## config.mk

```make
export PLATFORM = sky130hd
export DESIGN_NAME = alu_share_ctrl
export DESIGN_NICKNAME = d
export VERILOG_FILES = /design/src/rtl/alu_share_ctrl.sv
export SDC_FILE = /design/constraint.sdc
export NUM_CORES = 1
export LEC_CHECK = 0
export CELL_PAD_IN_SITES_DETAIL_PLACEMENT = 0
export CELL_PAD_IN_SITES_GLOBAL_PLACEMENT = 1
export CORE_MARGIN = 5
export CORE_UTILIZATION = 29
export DETAILED_ROUTE_END_ITERATION = 10
export PLACE_DENSITY_LB_ADDON = 0.1
export SLEW_MARGIN = 10
export SYNTH_ARGS = -nofsm -noshare
export SYNTH_HDL_FRONTEND = slang
export SYNTH_SLANG_ARGS = --single-unit
export TNS_END_PERCENT = 10
```

## constraint.sdc

```tcl
create_clock -name clk -period 4.35 [get_ports clk]
set_clock_uncertainty 0.15 [all_clocks]
set_input_delay 0.6525 -clock clk [delete_from_list [all_inputs] [get_ports clk]]
set_output_delay 0.6525 -clock clk [all_outputs]
set_load 0.01 [all_outputs]
```

## src/rtl/alu_share_ctrl.sv

```systemverilog
// alu_share_ctrl: two-client round-robin front end for a shared 32-bit
// ripple ALU (AND/OR/ADD with Binvert/Carryin). Each accepted request runs
// through IDLE -> EXEC -> RESP. SLT is derived from the ALU's subtract
// result with a signed-overflow correction.
//
// Handshake semantics: a transfer happens on the rising clk edge where both
// valid and ready are high. The requester holds valid/op/operands stable
// until it sees ready; the consumer sees rsp_* stable while rsp_valid is
// high and rsp_ready is low.
module alu_share_ctrl #(
  parameter int WIDTH = 32
) (
  input  logic             clk,
  input  logic             rst_n,
  input  logic             req0_valid,
  output logic             req0_ready,
  input  logic [2:0]       req0_op,
  input  logic [WIDTH-1:0] req0_a,
  input  logic [WIDTH-1:0] req0_b,
  input  logic             req1_valid,
  output logic             req1_ready,
  input  logic [2:0]       req1_op,
  input  logic [WIDTH-1:0] req1_a,
  input  logic [WIDTH-1:0] req1_b,
  output logic [WIDTH-1:0] alu_a,
  output logic [WIDTH-1:0] alu_b,
  output logic [1:0]       alu_operation,
  output logic             alu_binvert,
  output logic             alu_carryin,
  input  logic [WIDTH-1:0] alu_result,
  input  logic             alu_carryout,
  output logic             rsp_valid,
  input  logic             rsp_ready,
  output logic             rsp_id,
  output logic [WIDTH-1:0] rsp_result,
  output logic             rsp_carryout,
  output logic             rsp_err,
  output logic [1:0]       dbg_state
);

  localparam logic [2:0] OP_AND = 3'b000;
  localparam logic [2:0] OP_OR  = 3'b001;
  localparam logic [2:0] OP_ADD = 3'b010;
  localparam logic [2:0] OP_SUB = 3'b110;
  localparam logic [2:0] OP_SLT = 3'b111;

  typedef enum logic [1:0] {
    IDLE = 2'd0,
    EXEC = 2'd1,
    RESP = 2'd2
  } state_t;

  state_t           state;
  logic             last;
  logic [2:0]       op_q;
  logic             id_q;

  logic             grant_any;
  logic             grant_id;
  logic [2:0]       sel_op;
  logic [WIDTH-1:0] sel_a;
  logic [WIDTH-1:0] sel_b;

  logic             slt_ovf;
  logic [WIDTH-1:0] cap_result;
  logic             cap_carry;
  logic             cap_err;

  // Opcode -> {Operation[1:0], Binvert, Carryin}; illegal opcodes idle the ALU.
  function automatic logic [3:0] alu_ctrl(input logic [2:0] op);
    case (op)
      OP_AND:  alu_ctrl = 4'b00_0_0;
      OP_OR:   alu_ctrl = 4'b01_0_0;
      OP_ADD:  alu_ctrl = 4'b10_0_0;
      OP_SUB:  alu_ctrl = 4'b10_1_1;
      OP_SLT:  alu_ctrl = 4'b10_1_1;
      default: alu_ctrl = 4'b00_0_0;
    endcase
  endfunction

  assign dbg_state = state;

  // Round-robin grant: a lone requester always wins, a tie goes to the client
  // that was not served last.
  always_comb begin
    grant_any = req0_valid | req1_valid;
    if (req0_valid && req1_valid) begin
      grant_id = ~last;
    end else begin
      grant_id = req1_valid;
    end
    sel_op = grant_id ? req1_op : req0_op;
    sel_a  = grant_id ? req1_a  : req0_a;
    sel_b  = grant_id ? req1_b  : req0_b;
  end

  assign req0_ready = (state == IDLE) && grant_any && !grant_id;
  assign req1_ready = (state == IDLE) && grant_any &&  grant_id;

  // Response value for the latched op, formed from the ALU outputs during EXEC.
  always_comb begin
    slt_ovf    = (alu_a[WIDTH-1] != alu_b[WIDTH-1]) &&
                 (alu_result[WIDTH-1] != alu_a[WIDTH-1]);
    cap_result = '0;
    cap_carry  = 1'b0;
    cap_err    = 1'b0;
    case (op_q)
      OP_AND, OP_OR: begin
        cap_result = alu_result;
      end
      OP_ADD, OP_SUB: begin
        cap_result = alu_result;
        cap_carry  = alu_carryout;
      end
      OP_SLT: begin
        cap_result = {{(WIDTH-1){1'b0}}, alu_result[WIDTH-1] ^ slt_ovf};
      end
      default: begin
        cap_err = 1'b1;
      end
    endcase
  end

  // Sequencer: accept in IDLE, drive the ALU for one EXEC cycle, hold the
  // response in RESP until the consumer takes it.
  always_ff @(posedge clk) begin
    if (!rst_n) begin
      state         <= IDLE;
      last          <= 1'b1;
      op_q          <= 3'b000;
      id_q          <= 1'b0;
      alu_a         <= '0;
      alu_b         <= '0;
      alu_operation <= 2'b00;
      alu_binvert   <= 1'b0;
      alu_carryin   <= 1'b0;
      rsp_valid     <= 1'b0;
      rsp_id        <= 1'b0;
      rsp_result    <= '0;
      rsp_carryout  <= 1'b0;
      rsp_err       <= 1'b0;
    end else begin
      case (state)
        IDLE: begin
          if (grant_any) begin
            op_q  <= sel_op;
            id_q  <= grant_id;
            last  <= grant_id;
            alu_a <= sel_a;
            alu_b <= sel_b;
            {alu_operation, alu_binvert, alu_carryin} <= alu_ctrl(sel_op);
            state <= EXEC;
          end
        end
        EXEC: begin
          rsp_valid     <= 1'b1;
          rsp_id        <= id_q;
          rsp_result    <= cap_result;
          rsp_carryout  <= cap_carry;
          rsp_err       <= cap_err;
          alu_operation <= 2'b00;
          alu_binvert   <= 1'b0;
          alu_carryin   <= 1'b0;
          state         <= RESP;
        end
        RESP: begin
          if (rsp_ready) begin
            rsp_valid <= 1'b0;
            state     <= IDLE;
          end
        end
        default: begin
          state <= IDLE;
        end
      endcase
    end
  end

endmodule

```

==> results of run 1 <==
## state kept, by name (all words and copies together), names as in the netlist
name and cells:
alu_a 32, alu_b 32, alu_binvert 1, alu_operation 2
dbg_state 2, id_q 1, last 1, op_q 3
rsp_carryout 1, rsp_err 1, rsp_id 1, rsp_result 32
rsp_valid 1
## per-stage QoR
stage | util (%) | setup slack [ps] | instance area (sq um) | power, mW
final | 49.9 | 1100 | 7980 | 2.82
after global routing | 49.9 | 1000 | 7980 | 2.97
after CTS | 49.8 | 1080 | 7970 | 2.86
after detailed placement | 47.8 | 1080 | 7640 | 1.96
after global placement | 47.8 | 1090 | 7640 | 1.95
after floorplan | - | 2270 | 4770 | 1.54
## layout by cell type, fill, tap and decap left out
cell,n
inv_1,3
a21boi_1,1
buf_4,4
a21oi_1,4
clkbuf_16,9
a22oi_1,31
nor3b_4,1
buf_12,1
mux2i_2,1
and3b_1,1
nor4_1,1
nor2_1,4
nand2_1,74
nor3_2,1
dfxtp_1,110
o21ai_0,6
clkbuf_8,2
a21boi_4,1
nand2b_1,1
buf_8,1
o41ai_2,1
a21boi_0,3
a221oi_1,1
nor2b_1,36
mux2i_1,66
bufinv_16,2
or3_1,1
nand3_1,1
o211a_1,67
nor3b_1,1
nor3_1,2
o31ai_1,1
clkbuf_1,1
clkinvlp_4,1
clkdlybuf4s50_1,278
o211ai_1,3
## final timing paths
kind | slack (ps) | endpoint | startpoint | cells after the start
worst min-delay path | 320 | rsp_id$_SDFFE_PN0P_ | rsp_id$_SDFFE_PN0P_ | 2
worst max register to register | 1890 | alu_b[29]$_SDFFE_PN0P_ | dbg_state[1]$_SDFFE_PN0P_ | 5
worst min register to register | 320 | rsp_id$_SDFFE_PN0P_ | rsp_id$_SDFFE_PN0P_ | 2
worst max-delay path | 1100 | req1_ready | req1_valid | 5
## per-layer routing
layer	GRT usage (%)	up-vias	share of wire [%]
met4	5.41	0	1.7
met1	17.4	1932	41
met3	5.76	16	9.6
li1	-	2178	-
met2	25.1	179	48
met5	0	-	0
## cell type report
cell class / count / area [sq um]
fillers: 1484 / 8020
repair buffers: 284 / 2850
multi-input cells: 310 / 2330
flip-flops and latches: 110 / 2200
well taps: 216 / 270
clock buffers: 12 / 256
clock inverters: 3 / 67.6
inverters: 3 / 11.3
## power groups by stage
stage	clock (mW)	combinational (mW)	sequential, mW
finish	0.892	0.756	1.17
global route	0.964	0.819	1.19
CTS	0.925	0.766	1.17
detailed placement	0	0.761	1.20
global placement	0	0.754	1.19
floorplan	0	0.303	1.23
## cells by family after synthesis
group | count (synthesis) | share of synthesized area, %
flops | 110 | 46.2
buf+inv | 47 | 5.33
simple gates | 124 | 12.3
compound gates | 119 | 22.0
mux | 67 | 14.2
## worst max-delay path: cells and delay by family
| family | cells | cell delay [ps] |
|---|---|---|
| AO/OA/AOI/OAI | 1 | 490 |
| buffers and inverters | 3 | 1140 |
| AND/OR/NAND/NOR | 1 | 170 |
==> metrics.csv, run 1 <==
stage,metric,value,unit
run_status,status,"finished, final reports clean",
placed_design,GPL Wtd Cong,0.744,
die,die area,19100,sq um
cts,Clock Latency Late Sink,340,ps
die,die extent in x,138,um
timing,Final Setup Violations,0,
timing,worst slew pin tran,1020,ps
layout,Final nets,890,
layout,ANT cells,0,
grt,gr usage total,14.9,%
synth,Cell variety after synth,30,
synth,largest area contributor in the netlist,dfxtp_1,
die,Row Count,46,
synth,Mapped Nets,639,
setup_path,Critical Path Start Type,input pin,
cts,Num CTS Buffers,9,
layout,area delta synth->final,67.5,%
routing,via count,4305,
timing,fin crit period,3250,ps
min_path,worst min path class,flop to flop,
setup_path,CP max-delay cell,clkdlybuf4s50_1,
setup_path,CP dominant cell by count,clkdlybuf4s50_1,
routing,Avg WL per Cell,16.0,um
cts,Hold Buf Count CTS,0,
synth,Ys Warns,0,
cts,Max clock buf depth,2,
cts,TritonCTS clock tree,done,
timing,Setup TNS,0,ps
cts,clock transition at the registers of the reported paths,70,ps
grt,largest net degree at the start of global routing,111,
grt,global-route wire length before repair,23.3,mm
power,Pwr per Cell Area,353,nW/um^2
placed_design,hpwl dp,11.1,mm
synth,post-synth top area share,46.2,%
flow_run,Max Cap Viol,0,
routing,Detailed Route WL,15.1,mm
timing,Slew HR,31.9,%
routing,Post-DRT Antenna Nets,0,
setup_path,"Cell Chain, Critical Path",clkdlybuf4s50_1 -> a21boi_4 -> nand2_1 -> inv_1 -> clkdlybuf4s50_1,
die,I/O pin cnt,280,
die,Core ar.,16000,sq um
cts,root buf cell,clkbuf_16,
synth,main flop type after synthesis,dfxtp_1,
routing,Initial DRC Count,167,
setup_path,worst-path maximum fanout,12,
placed_design,dpl cells,922,
cts,total setup buffers inserted after CTS,0,
power,Gate power share,26.8,%
layout,layout cells sized above 1,3.46,%
die,Initial Util,29.8,%
setup_path,Critical Path Max Stage Delay,540,ps
cts,# H-tree levels,3,
setup_path,WP data required,3550,ps
synth,"count leader, synth",dfxtp_1,
synth,Synth area leaders,"dfxtp_1 (46%), o211a_1 (14%), mux2i_1 (14%)",
power,P_leak,3.53,nW
grt,vias in the first global route,4377,
power,Switch Pwr,0.732,mW
power,Max rail drop VDD,0.175,mV
timing,final hold violations,0,
layout,"non-filler cells, final",938,
setup_path,Setup crit end kind,primary output,
setup_path,Setup Crit Path Kind,input pin to primary output,
synth,Post-Synthesis Cells,467,
cts,Resized cells post-CTS,0,
power,switch share,25.9,%
timing,Max Slew Vio Count,0,
timing,FMAX,308,MHz
power,Reg power frac,41.6,%
routing,Avg Vias per Cell,4.59,
cts,Clock Sinks,110,
placed_design,# port buffers,279,
grt,initial antenna violation count,0,
synth,"FF+latch count, synth",110,
synth,Synth Area per Inst,10.2,sq um
synth,Synth Cell Area,4770,sq um
synth,"EDFF count, synth",0,
synth,"Async S/R FF share, synth",0,%
routing,Pre-Repair DR Iteration Count,4,
routing,residual DRC count,0,
synth,Commonest cells post-synth,"dfxtp_1 (110), nand2_1 (74), o211a_1 (67), mux2i_1 (66), nor2b_1 (36)",
setup_path,CP arrival,2450,ps
timing,final worst path period share,74.7,%
timing,hold slack,317,ps
die,chip height,138,um
synth,sequential area share after synthesis,46.2,%
timing,RSZ-0062 raised after global routing,false,
grt,total gr overflow,0,
power,clock network power share,31.6,%
power,cell-internal power,2.09,mW
No activity file was read; power rests on OpenSTA's default activity.
==> run 2, diff against run 1 <==
Settings changed: CORE_UTILIZATION 29 to 27.
Clock period 4.35 ns to 3.23 ns, I/O delays scaled along.
==> metrics.csv, run 2 (synthesis gave the netlist of run 1 again) <==
stage,metric,value,unit
run_status,status,"finished, final reports clean",
layout,layout cells sized above 1,4.00,%
routing,Initial DRC Count,171,
grt,global-route wire length before repair,23.9,mm
routing,Post-DRT Antenna Nets,0,
timing,final setup margin,432,ps
layout,"non-filler cells, final",950,
power,Pwr per Cell Area,469,nW/um^2
die,die area,20400,sq um
setup_path,Crit. Startpoint,req0_valid,
setup_path,Setup crit end kind,primary output,
power,Total Power,3.76,mW
min_path,worst min path class,flop to flop,
die,die extent in x,143,um
power,cell-internal power,2.73,mW
timing,hold slack,315,ps
placed_design,Post-DP Area,7680,sq um
power,Switch Pwr,1.03,mW
die,chip height,143,um
cts,Clock Latency Late Sink,340,ps
timing,FMAX,357,MHz
layout,Final nets,892,
power,Max rail drop VDD,0.273,mV
routing,Avg Vias per Cell,4.66,
placed_design,pre-CTS WS,443,ps
routing,via count,4423,
placed_design,hpwl dp,11.7,mm
setup_path,WP data required,2600,ps
cts,Hold Buf Count CTS,0,
cts,total setup buffers inserted after CTS,0,
setup_path,Worst Path Buf+Inv,2,
cts,root buf cell,clkbuf_16,
grt,largest net degree at the start of global routing,137,
setup_path,Reg2Reg Setup Slack,1290,ps
timing,final hold violations,0,
setup_path,crit-path leading delay family,buffers and inverters,
setup_path,Setup Crit Path Kind,input pin to primary output,
setup_path,CP arrival,2160,ps
setup_path,RR Endpoint,alu_binvert$_SDFFE_PN0P_,
placed_design,dpl cells,933,
routing,Pre-Repair DR Iteration Count,7,
setup_path,Critical Path Start Type,input pin,
cts,Num CTS Buffers,9,
cts,clock transition at the registers of the reported paths,70,ps
layout,final core utilization,46.4,%
grt,initial antenna violation count,0,
setup_path,WP depth,5,
setup_path,CP max-delay cell,clkdlybuf4s50_1,
setup_path,"Cell Chain, Critical Path",clkdlybuf4s50_1 -> nor2_1 -> or3_1 -> nor2_1 -> clkdlybuf4s50_1,
die,Initial Util,27.6,%
routing,residual DRC count,0,
die,Row Count,48,
timing,worst slew pin tran,590,ps
placed_design,# port buffers,279,
timing,Final Setup Violations,0,
layout,"commonest non-fill, non-tap cell in the layout",clkdlybuf4s50_1,
power,Reg power frac,41.9,%
setup_path,worst-path maximum fanout,3,
die,Core ar.,17300,sq um
setup_path,Critical Path Max Stage Delay,560,ps
grt,vias in the first global route,4555,
timing,Setup TNS,0,ps
power,P_leak,3.54,nW
power,switch share,27.4,%
timing,RSZ-0062 raised after global routing,false,
setup_path,Worst Setup EP,req0_ready,
grt,total gr overflow,0,
cts,# H-tree levels,3,
die,I/O pin cnt,280,
cts,Resized cells post-CTS,0,
routing,Detailed Route WL,15.7,mm
layout,fin area,8020,sq um
power,clock network power share,30.7,%
setup_path,reg2reg start,dbg_state[1]$_SDFFE_PN0P_,
cts,Clock Sinks,110,
timing,Slew HR,60.6,%
placed_design,GPL Wtd Cong,0.775,
grt,gr usage total,14.7,%
routing,Avg WL per Cell,16.5,um
layout,area delta synth->final,68.3,%
power,Gate power share,27.3,%
layout,ANT cells,0,
setup_path,worst reg2reg path depth,4,
timing,final worst path period share,86.6,%
timing,fin crit period,2800,ps
layout,Top Registers,"alu_a (32), alu_b (32), rsp_result (32)",
layout,"commonest non-fill, non-tap cells in the layout","clkdlybuf4s50_1 (278), dfxtp_1 (110), nand2_1 (74)",
cts,TritonCTS clock tree,done,
timing,Max Slew Vio Count,0,
cts,Max clock buf depth,2,
flow_run,Max Cap Viol,0,
==> run 2: cell types whose count changed in the layout (fill, tap and decap cells not counted) <==
cell	previous run	this run
inv_6	0	2
buf_12	1	2
buf_16	0	1
buf_4	4	5
buf_8	1	0
bufinv_16	2	1
clkbuf_1	1	0
clkbuf_8	2	1
clkinv_2	0	1
clkinv_4	0	1
==> run 2: worst reg2reg max path, stage by stage, from the launching register on <==
cell	delay (ps)
dfxtp_1	430
nor3_2	330
buf_12	430
nand2_1	260
o31ai_1	260
==> run 2: area by class of cell <==
cell class                      count  area, sq um
Timing Repair Buffer              286         2890
Multi-Input combinational cell    310         2330
Inverter                            3         11.3
Fill cell                        1623         9280
Clock buffer                       10          239
Tap cell                          225          282
Sequential cell                   110         2200
Clock inverter                      6         68.8
==> run 2: worst min-delay path by stage <==
stage | start | to | slack, ps | cells past startpoint
final | rsp_id$_SDFFE_PN0P_ | rsp_id$_SDFFE_PN0P_ | 310 | 2
after global routing | alu_a[17]$_SDFFE_PN0P_ | alu_a[17]$_SDFFE_PN0P_ | 360 | 1
after CTS | rsp_id$_SDFFE_PN0P_ | rsp_id$_SDFFE_PN0P_ | 320 | 2
after detailed placement | rsp_id$_SDFFE_PN0P_ | rsp_id$_SDFFE_PN0P_ | 310 | 2
after global placement | rsp_id$_SDFFE_PN0P_ | rsp_id$_SDFFE_PN0P_ | 300 | 2
after floorplan | id_q$_SDFFE_PN0P_ | rsp_id$_SDFFE_PN0P_ | 290 | 2
==> run 2: power groups by stage <==
stage                     combinational [mW]  clock [mW]  sequential, mW
final                                   1.03        1.16            1.58
after global routing                    1.11        1.27            1.60
after CTS                               1.04        1.21            1.58
after detailed placement                1.04           0            1.61
after global placement                  1.03           0            1.61
after floorplan                        0.408           0            1.66
==> run 2: per-layer routing <==
metal	share of wire (%)	GRT usage, %	up-vias
li1	-	-	2188
met1	40	16.3	2060
met2	49	25.6	162
met3	9.8	6.50	13
met4	1.4	4.55	0
met5	0	0	-
